[src/rtl/audio_pkg.sv]
// audio_pkg: shared types and defaults for the audio mixer.
//   mix_state_e : mixer FSM state encoding
//   DEF_*       : default parameter values for audio_mixer / sat_shift
//   acc_width() : accumulator width that cannot overflow over a full mix
package audio_pkg;

   typedef enum logic [1:0] {
      IDLE   = 2'd0,
      ACC    = 2'd1,
      FINISH = 2'd2
   } mix_state_e;

   localparam int DEF_NUM_CH     = 4;
   localparam int DEF_IN_WIDTH   = 8;
   localparam int DEF_GAIN_WIDTH = 8;
   localparam int DEF_DATA_WIDTH = 16;
   localparam int DEF_COUNT_BITS = 10;
   localparam int DEF_OUT_SHIFT  = 2;

   // One signed product needs in_w + gain_w + 1 bits; summing num_ch of
   // them adds clog2(num_ch) bits of headroom.
   function automatic int acc_width(input int in_w, input int gain_w, input int num_ch);
      return in_w + gain_w + 1 + $clog2(num_ch);
   endfunction

endpackage

[src/rtl/sat_shift.sv]
// sat_shift: arithmetic (floor) right shift followed by saturation to a
// signed OUT_W-bit range. Purely combinational.
//   acc_i : signed accumulator, IN_W bits
//   sat_o : signed result, OUT_W bits, clamped to [-2^(OUT_W-1), 2^(OUT_W-1)-1]
module sat_shift
   import audio_pkg::*;
#(
   parameter int IN_W  = 19,
   parameter int SHIFT = DEF_OUT_SHIFT,
   parameter int OUT_W = DEF_DATA_WIDTH
) (
   input  logic signed [IN_W-1:0]  acc_i,
   output logic signed [OUT_W-1:0] sat_o
);

   // One spare bit so the clamp limits are representable whichever of
   // IN_W / OUT_W is wider.
   localparam int W = ((IN_W > OUT_W) ? IN_W : OUT_W) + 1;

   localparam logic signed [W-1:0] SAT_MAX = {{(W-OUT_W+1){1'b0}}, {(OUT_W-1){1'b1}}};
   localparam logic signed [W-1:0] SAT_MIN = {{(W-OUT_W+1){1'b1}}, {(OUT_W-1){1'b0}}};

   logic signed [IN_W-1:0] shifted;
   logic signed [W-1:0]    wide;

   assign shifted = acc_i >>> SHIFT;
   assign wide    = {{(W-IN_W){shifted[IN_W-1]}}, shifted};

   always_comb begin
      if (wide > SAT_MAX) begin
         sat_o = SAT_MAX[OUT_W-1:0];
      end else if (wide < SAT_MIN) begin
         sat_o = SAT_MIN[OUT_W-1:0];
      end else begin
         sat_o = wide[OUT_W-1:0];
      end
   end

endmodule

[src/rtl/audio_mixer.sv]
// audio_mixer: periodic multiply-accumulate mixer of NUM_CH unsigned
// (offset-binary) channels with per-channel gain and mute.
//   clk           : single clock
//   reset         : synchronous, active-high
//   div           : sample period in clk cycles (0 -> 2^COUNT_BITS)
//   in_ch         : packed unsigned samples, channel 0 in the LSBs
//   gain          : packed unsigned gains, channel 0 in the LSBs
//   mute          : per-channel mute, 1 excludes the channel
//   out           : signed mixed sample, held between updates
//   sample_strobe : one-cycle pulse when out updates
//   overrun       : sticky, set when a tick arrives while busy
//
// state  | meaning
// IDLE   | waiting for a tick; a tick snapshots inputs and clears acc
// ACC    | one channel per cycle added into acc from the snapshot
// FINISH | shift/saturate acc, present it on out, pulse sample_strobe
module audio_mixer
   import audio_pkg::*;
#(
   parameter int NUM_CH     = DEF_NUM_CH,
   parameter int IN_WIDTH   = DEF_IN_WIDTH,
   parameter int GAIN_WIDTH = DEF_GAIN_WIDTH,
   parameter int DATA_WIDTH = DEF_DATA_WIDTH,
   parameter int COUNT_BITS = DEF_COUNT_BITS,
   parameter int OUT_SHIFT  = DEF_OUT_SHIFT
) (
   input  logic                           clk,
   input  logic                           reset,
   input  logic [COUNT_BITS-1:0]          div,
   input  logic [NUM_CH*IN_WIDTH-1:0]     in_ch,
   input  logic [NUM_CH*GAIN_WIDTH-1:0]   gain,
   input  logic [NUM_CH-1:0]              mute,
   output logic signed [DATA_WIDTH-1:0]   out,
   output logic                           sample_strobe,
   output logic                           overrun
);

   localparam int ACC_W = acc_width(IN_WIDTH, GAIN_WIDTH, NUM_CH);
   localparam int IDX_W = (NUM_CH > 1) ? $clog2(NUM_CH) : 1;
   localparam int PRD_W = IN_WIDTH + GAIN_WIDTH + 1;
   localparam logic [IDX_W-1:0] LAST_IDX = IDX_W'(NUM_CH - 1);

   logic [COUNT_BITS-1:0]        count_q, count_d;
   logic                         tick_q, tick_d;
   mix_state_e                   state_q, state_d;
   logic [IDX_W-1:0]             idx_q, idx_d;
   logic signed [ACC_W-1:0]      acc_q, acc_d;
   logic [NUM_CH*IN_WIDTH-1:0]   snap_in_q, snap_in_d;
   logic [NUM_CH*GAIN_WIDTH-1:0] snap_gain_q, snap_gain_d;
   logic [NUM_CH-1:0]            snap_mute_q, snap_mute_d;
   logic signed [DATA_WIDTH-1:0] out_q, out_d;
   logic                         overrun_q, overrun_d;

   logic [IN_WIDTH-1:0]          cur_in;
   logic [GAIN_WIDTH-1:0]        cur_gain;
   logic signed [IN_WIDTH-1:0]   centered;
   logic signed [PRD_W-1:0]      prd_a, prd_b, prd;
   logic signed [PRD_W-1:0]      term;
   logic signed [DATA_WIDTH-1:0] sat_val;

   // Sample divider. div-1 wraps to all ones for div=0, giving the full
   // 2^COUNT_BITS period. The compare is registered, so the FSM sees the
   // tick in the cycle after count hits div-1.
   always_comb begin
      tick_d  = (count_q == (div - COUNT_BITS'(1)));
      count_d = tick_d ? '0 : (count_q + COUNT_BITS'(1));
   end

   // Current channel term from the snapshot. Flipping the MSB turns the
   // offset-binary sample into two's complement (in - 2^(IN_WIDTH-1)).
   always_comb begin
      cur_in   = snap_in_q[idx_q*IN_WIDTH +: IN_WIDTH];
      cur_gain = snap_gain_q[idx_q*GAIN_WIDTH +: GAIN_WIDTH];
      centered = {~cur_in[IN_WIDTH-1], cur_in[IN_WIDTH-2:0]};
      prd_a    = {{(PRD_W-IN_WIDTH){centered[IN_WIDTH-1]}}, centered};
      prd_b    = {{(PRD_W-GAIN_WIDTH){1'b0}}, cur_gain};
      prd      = prd_a * prd_b;
      term     = snap_mute_q[idx_q] ? '0 : prd;
   end

   sat_shift #(
      .IN_W  (ACC_W),
      .SHIFT (OUT_SHIFT),
      .OUT_W (DATA_WIDTH)
   ) u_sat_shift (
      .acc_i (acc_q),
      .sat_o (sat_val)
   );

   always_comb begin
      state_d       = state_q;
      idx_d         = idx_q;
      acc_d         = acc_q;
      snap_in_d     = snap_in_q;
      snap_gain_d   = snap_gain_q;
      snap_mute_d   = snap_mute_q;
      out_d         = out_q;
      overrun_d     = overrun_q | (tick_q && (state_q != IDLE));
      sample_strobe = 1'b0;
      out           = out_q;

      case (state_q)
         IDLE: begin
            if (tick_q) begin
               snap_in_d   = in_ch;
               snap_gain_d = gain;
               snap_mute_d = mute;
               acc_d       = '0;
               idx_d       = '0;
               state_d     = ACC;
            end
         end
         ACC: begin
            acc_d = acc_q + ACC_W'(term);
            if (idx_q == LAST_IDX) begin
               state_d = FINISH;
            end else begin
               idx_d = idx_q + IDX_W'(1);
            end
         end
         FINISH: begin
            // Bypass so the new value is visible alongside the strobe;
            // out_q holds it afterwards.
            out_d         = sat_val;
            out           = sat_val;
            sample_strobe = 1'b1;
            state_d       = IDLE;
         end
         default: begin
            state_d = IDLE;
         end
      endcase
   end

   assign overrun = overrun_q;

   always_ff @(posedge clk) begin
      if (reset) begin
         count_q     <= '0;
         tick_q      <= 1'b0;
         state_q     <= IDLE;
         idx_q       <= '0;
         acc_q       <= '0;
         snap_in_q   <= '0;
         snap_gain_q <= '0;
         snap_mute_q <= '0;
         out_q       <= '0;
         overrun_q   <= 1'b0;
      end else begin
         count_q     <= count_d;
         tick_q      <= tick_d;
         state_q     <= state_d;
         idx_q       <= idx_d;
         acc_q       <= acc_d;
         snap_in_q   <= snap_in_d;
         snap_gain_q <= snap_gain_d;
         snap_mute_q <= snap_mute_d;
         out_q       <= out_d;
         overrun_q   <= overrun_d;
      end
   end

endmodule

[config.mk]
export PLATFORM = sky130hd
export DESIGN_NAME = audio_mixer
export DESIGN_NICKNAME = d
export VERILOG_FILES = /design/src/rtl/audio_pkg.sv /design/src/rtl/sat_shift.sv /design/src/rtl/audio_mixer.sv
export SDC_FILE = /design/constraint.sdc
export NUM_CORES = 1
export LEC_CHECK = 0
export CAP_MARGIN = 20
export CORE_UTILIZATION = 62
export CTS_CLUSTER_SIZE = 40
export DETAILED_ROUTE_END_ITERATION = 8
export HOLD_SLACK_MARGIN = 0.08
export PLACE_DENSITY = 0.87
export RECOVER_POWER = 25
export SLEW_MARGIN = 5
export SYNTH_ARGS = -nofsm -noshare
export SYNTH_HDL_FRONTEND = slang
export SYNTH_HIERARCHICAL = 1
export SYNTH_SLANG_ARGS = --single-unit
[constraint.sdc]
create_clock -name clk -period 21.5 [get_ports clk]
set_input_delay 4.3 -clock clk [delete_from_list [all_inputs] [get_ports clk]]
set_output_delay 4.3 -clock clk [all_outputs]
set_load 0.02 [all_outputs]
==> out/results.txt <==
The total power per unit cell area was 53.61 nW/µm²; the average instance area after synthesis was 8.469 µm². The Yosys step of the flow raised 6 warnings. The share of layout cells above drive strength 1 works out to 0.07793. The run finished, with violations left. For the count of distinct cell types in the synthesized netlist, the log shows 62. The tools report the number of placement rows as 41. The growth of design area from synthesis to finish came out at 19.41%.

The run gives 861 as the filler cell count. The startpoint identified for the worst hold timing path is snap_in_q[25]. The final reports fail on max-capacitance violations, max-slew violations.

The library cell used most frequently in the layout, excluding fill and tap cells, is sky130_fd_sc_hd__nand2_1. When the netlist entered floorplanning its net count stood at 1158. TritonCTS created 17 clock buffers. The H-tree generated during clock tree synthesis spans 4 levels. Walking the worst path, the cells encountered are clkbuf_1 > clkbuf_1 > nor2_1 > and2_1 > a221o_1. The worst setup path is captured at a flop.

The net total in the final layout came out at 1234. The share of total power in the clock network is 0.531, and the final clock period utilization by the worst path is 0.4212. The total of max-cap violations is 1. The most numerous cell type found on the critical path is sky130_fd_sc_hd__clkbuf_1. The repair_antennas step left the layout with diodes totalling 0. After detailed routing, the total wire length is 19.60 mm. The tools report the final instance area as 9869 µm². TritonCTS built the clock tree. The tools report the cell-internal power as 0.3917 mW.

For this design the total switching power over the nets is 0.1374 mW. The placeable core region is 12820 µm², and the last weighted congestion value of the routability-driven placer is 0.9135. Relative contribution of sequential cells to total power: 0.419. The share of total power in combinational logic was 0.049; the post-CTS resize count was 0.

For the critical path data arrival time, the log shows 9.38 ns. For this run, the leading register cell type out of synthesis is sky130_fd_sc_hd__dfxtp_1. For the synthesized cell area, the log shows 8265 µm². The count of pins on the block boundary is 98, and the fraction of power spent switching nets is 0.2597. The fraction of the mapped netlist area in adder cells works out to 0.1889. The clock latency on the worst-skew pair is 0.44 ns. The post-synthesis share of cell area spent on and, or, nand and nor gates came out at 0.2134.

The tools report the library cell used as clock root buffer as sky130_fd_sc_hd__clkbuf_16. The top cell types in the final layout, fill and taps aside, are 183 x sky130_fd_sc_hd__nand2_1, 119 x sky130_fd_sc_hd__dfxtp_1, 99 x sky130_fd_sc_hd__a21oi_1, 96 x sky130_fd_sc_hd__clkdlybuf4s50_1, 66 x sky130_fd_sc_hd__inv_1. The number of antenna violations at the first check in global routing was 0; the routed length per placed instance was 15.85 µm.

Final design utilization: 0.7696. The combined global-route utilization of all metal layers came out at 0.3003. IR analysis of the VDD net gives a maximum drop of 0.05634 mV. At the pin with the least slew margin, the transition time is 3.869 ns. For the worst setup path, the data required time is 21.82 ns. The worst setup path startpoint is reset. The clock drives 119 sinks. Worst-case headroom to the max-slew limit: -1.579. After global routing the overflow that remains totals 0.

The final count of hold timing violations was 0. The tools report the count of unresolved DRC violations after routing as 0. The worst register-to-register path begins at idx_q[0]. For the final number of max-transition violations, the log shows 92. Static timing analysis puts the maximum clock frequency at 0.1104 GHz. The run gives 14.02 mm as the HPWL after detailed placement.

The async set or reset register ratio after synthesis was 0; the setup TNS was 0 ns. Synthesis inferred 119 register bits. Setup repair after global routing left no endpoint under its margin.

The largest single stage delay on the critical path is 2.77 ns. Setup violations remaining at the end of the flow were counted as 0. The smallest clock period supported by the final layout is computed as 9.056 ns. The run gives 976 as the number of cells produced by synthesis. The share of synthesized area occupied by flip-flops and latches was 0.2882. Multi-input logic area: 5428 µm². Entering global routing, the biggest net connects 92 pins. The worst setup path is launched from an input port. In this run the static leakage power is 4.007 nW. The post-synthesis share of cell area spent on xor and xnor gates is 0.03906, and the y dimension of the die is 117.5 µm.

The first routing iteration left 505 violations. In the final layout, flip-flops and latches occupy 2382 µm². Cell area after placement: 9290 µm².

The mux share of post-synthesis cell area is 0.06948, and the clock-pin slew of the registers on the worst-case setup and hold paths is 0.06 ns. The initial core utilization is 0.6445. The largest family of logic cells by synthesized area was simple AND/OR/NAND/NOR gates.

The compound-cell area share of the yosys netlist is 0.1453. The setup skew after layout was 0.008692 ns; the die outline width was 117.5 µm. The worst setup path is of the input port to flop kind.

The number of buffers on the longest clock path is 2, and the count of port buffers added during placement is 97. The count of nets left with antenna violations once routing finished came out at 0. Among all stages on the critical path, the largest delay is contributed by sky130_fd_sc_hd__clkbuf_1. Buffers added to address setup during post-CTS repair amount to 0.

The design draws 0.5291 mW. The routed layout has 7047 vias. The full die area came out at 13800 µm². Count of flip-flops with a built-in enable after synthesis: 0. The largest fanout on the critical path is 91. The first detailed-routing pass took 5 iterations. The tightest min-delay check is of the flop to flop type. The run gives 7037 as the number of global-route vias before repair. The routed via count divided by cell count was 5.697. The wire length of the first global-routing pass is 33.42 mm, and the total of hold buffers inserted after clock tree synthesis is 0.
registers in the layout, indices dropped and copies added (netlist names):
signal / flops
tick_q: 1
count_q: 10
acc_q: 19
snap_mute_q: 4
overrun: 1
idx_q: 2
snap_gain_q: 32
state_q: 2
snap_in_q: 32
out_q: 16
synth_stat cells, drive strengths merged, types with 2 or more instances:
library cell / number / area (µm²)
clkbuf: 30 / 112.6
dfxtp: 119 / 2382
nor3: 11 / 60.06
a22o: 5 / 43.79
a21o: 13 / 97.59
and3: 3 / 18.77
xor2: 12 / 105.1
fa: 38 / 760.7
inv: 67 / 251.5
buf: 16 / 95.09
a211oi: 7 / 57.55
mux4: 17 / 382.9
o21bai: 3 / 22.52
nor3b: 3 / 22.52
nor4: 4 / 25.02
o211ai: 4 / 30.03
nor2b: 24 / 150.1
o2111ai: 3 / 26.28
ha: 64 / 800.8
or4: 4 / 33.78
or3: 5 / 31.28
nor2: 61 / 254.0
o31a: 2 / 17.52
nand3: 18 / 90.09
xnor2: 24 / 217.7
nand2b: 8 / 50.05
a21boi: 2 / 18.77
a21oi: 99 / 495.5
mux2: 17 / 191.4
a31oi: 5 / 31.28
nand2: 184 / 690.7
o21ai: 33 / 202.7
or2: 5 / 31.28
and2: 44 / 275.3
a2111oi: 2 / 23.77
o21a: 7 / 52.55
critical path: cells and delay by family:
kind	cells	cell delay [ns]
buf+inv	2	3.31
simple gates	2	1.43
compound gates	1	0.32
routing by layer:
layer / up-vias / track usage / wire length, µm
li1: 3446 / - / -
met3: 54 / 0.06298 / 1047
met4: 0 / 0.1250 / 534
met1: 3316 / 0.3891 / 8609
met5: - / 0 / 0
met2: 231 / 0.4878 / 9413
final timing paths:
kind,to,slack [ns],cells past startpoint
max,acc_q[8],12.44,5
min,snap_in_q[25],0.45,2
min reg2reg,snap_in_q[25],0.45,2
max reg2reg,acc_q[18],14.06,26
metrics by stage:
stage          instances  hold WS [ns]  setup slack, ns
2_1_floorplan        976        0.4331            14.62
3_3_place_gp        1205        0.4405            14.27
3_5_place_dp        1205        0.4465            14.12
4_1_cts             1237        0.4552            14.06
5_1_grt             1237        0.4700            12.02
6_report            1237        0.4549            12.44
power groups by stage:
stage | clock (mW) | combinational [mW] | sequential [mW]
2_1_floorplan | 0 | 0.0101 | 0.226
5_1_grt | 0.293 | 0.0283 | 0.222
3_5_place_dp | 0 | 0.0258 | 0.227
3_3_place_gp | 0 | 0.0257 | 0.227
6_report | 0.281 | 0.0261 | 0.222
4_1_cts | 0.282 | 0.0261 | 0.222
kinds of logic after synthesis:
family,after synthesis
muxes,34
AOI/OAI and AO/OA,194
and+or+nand+nor,378
DFF,119
adders and majority gates,102
xor gates and xnor gates,36
buffers and inverters,113
final cells by class:
type | count | area share
sequential | 119 | 0.2414
tap | 172 | 0.02181
inverter | 67 | 0.02548
multi-input combinational | 744 | 0.5499
clock buffer | 17 | 0.04310
timing repair buffer | 103 | 0.1019
clock inverter | 15 | 0.01635
(Power assumes the default switching activity.)
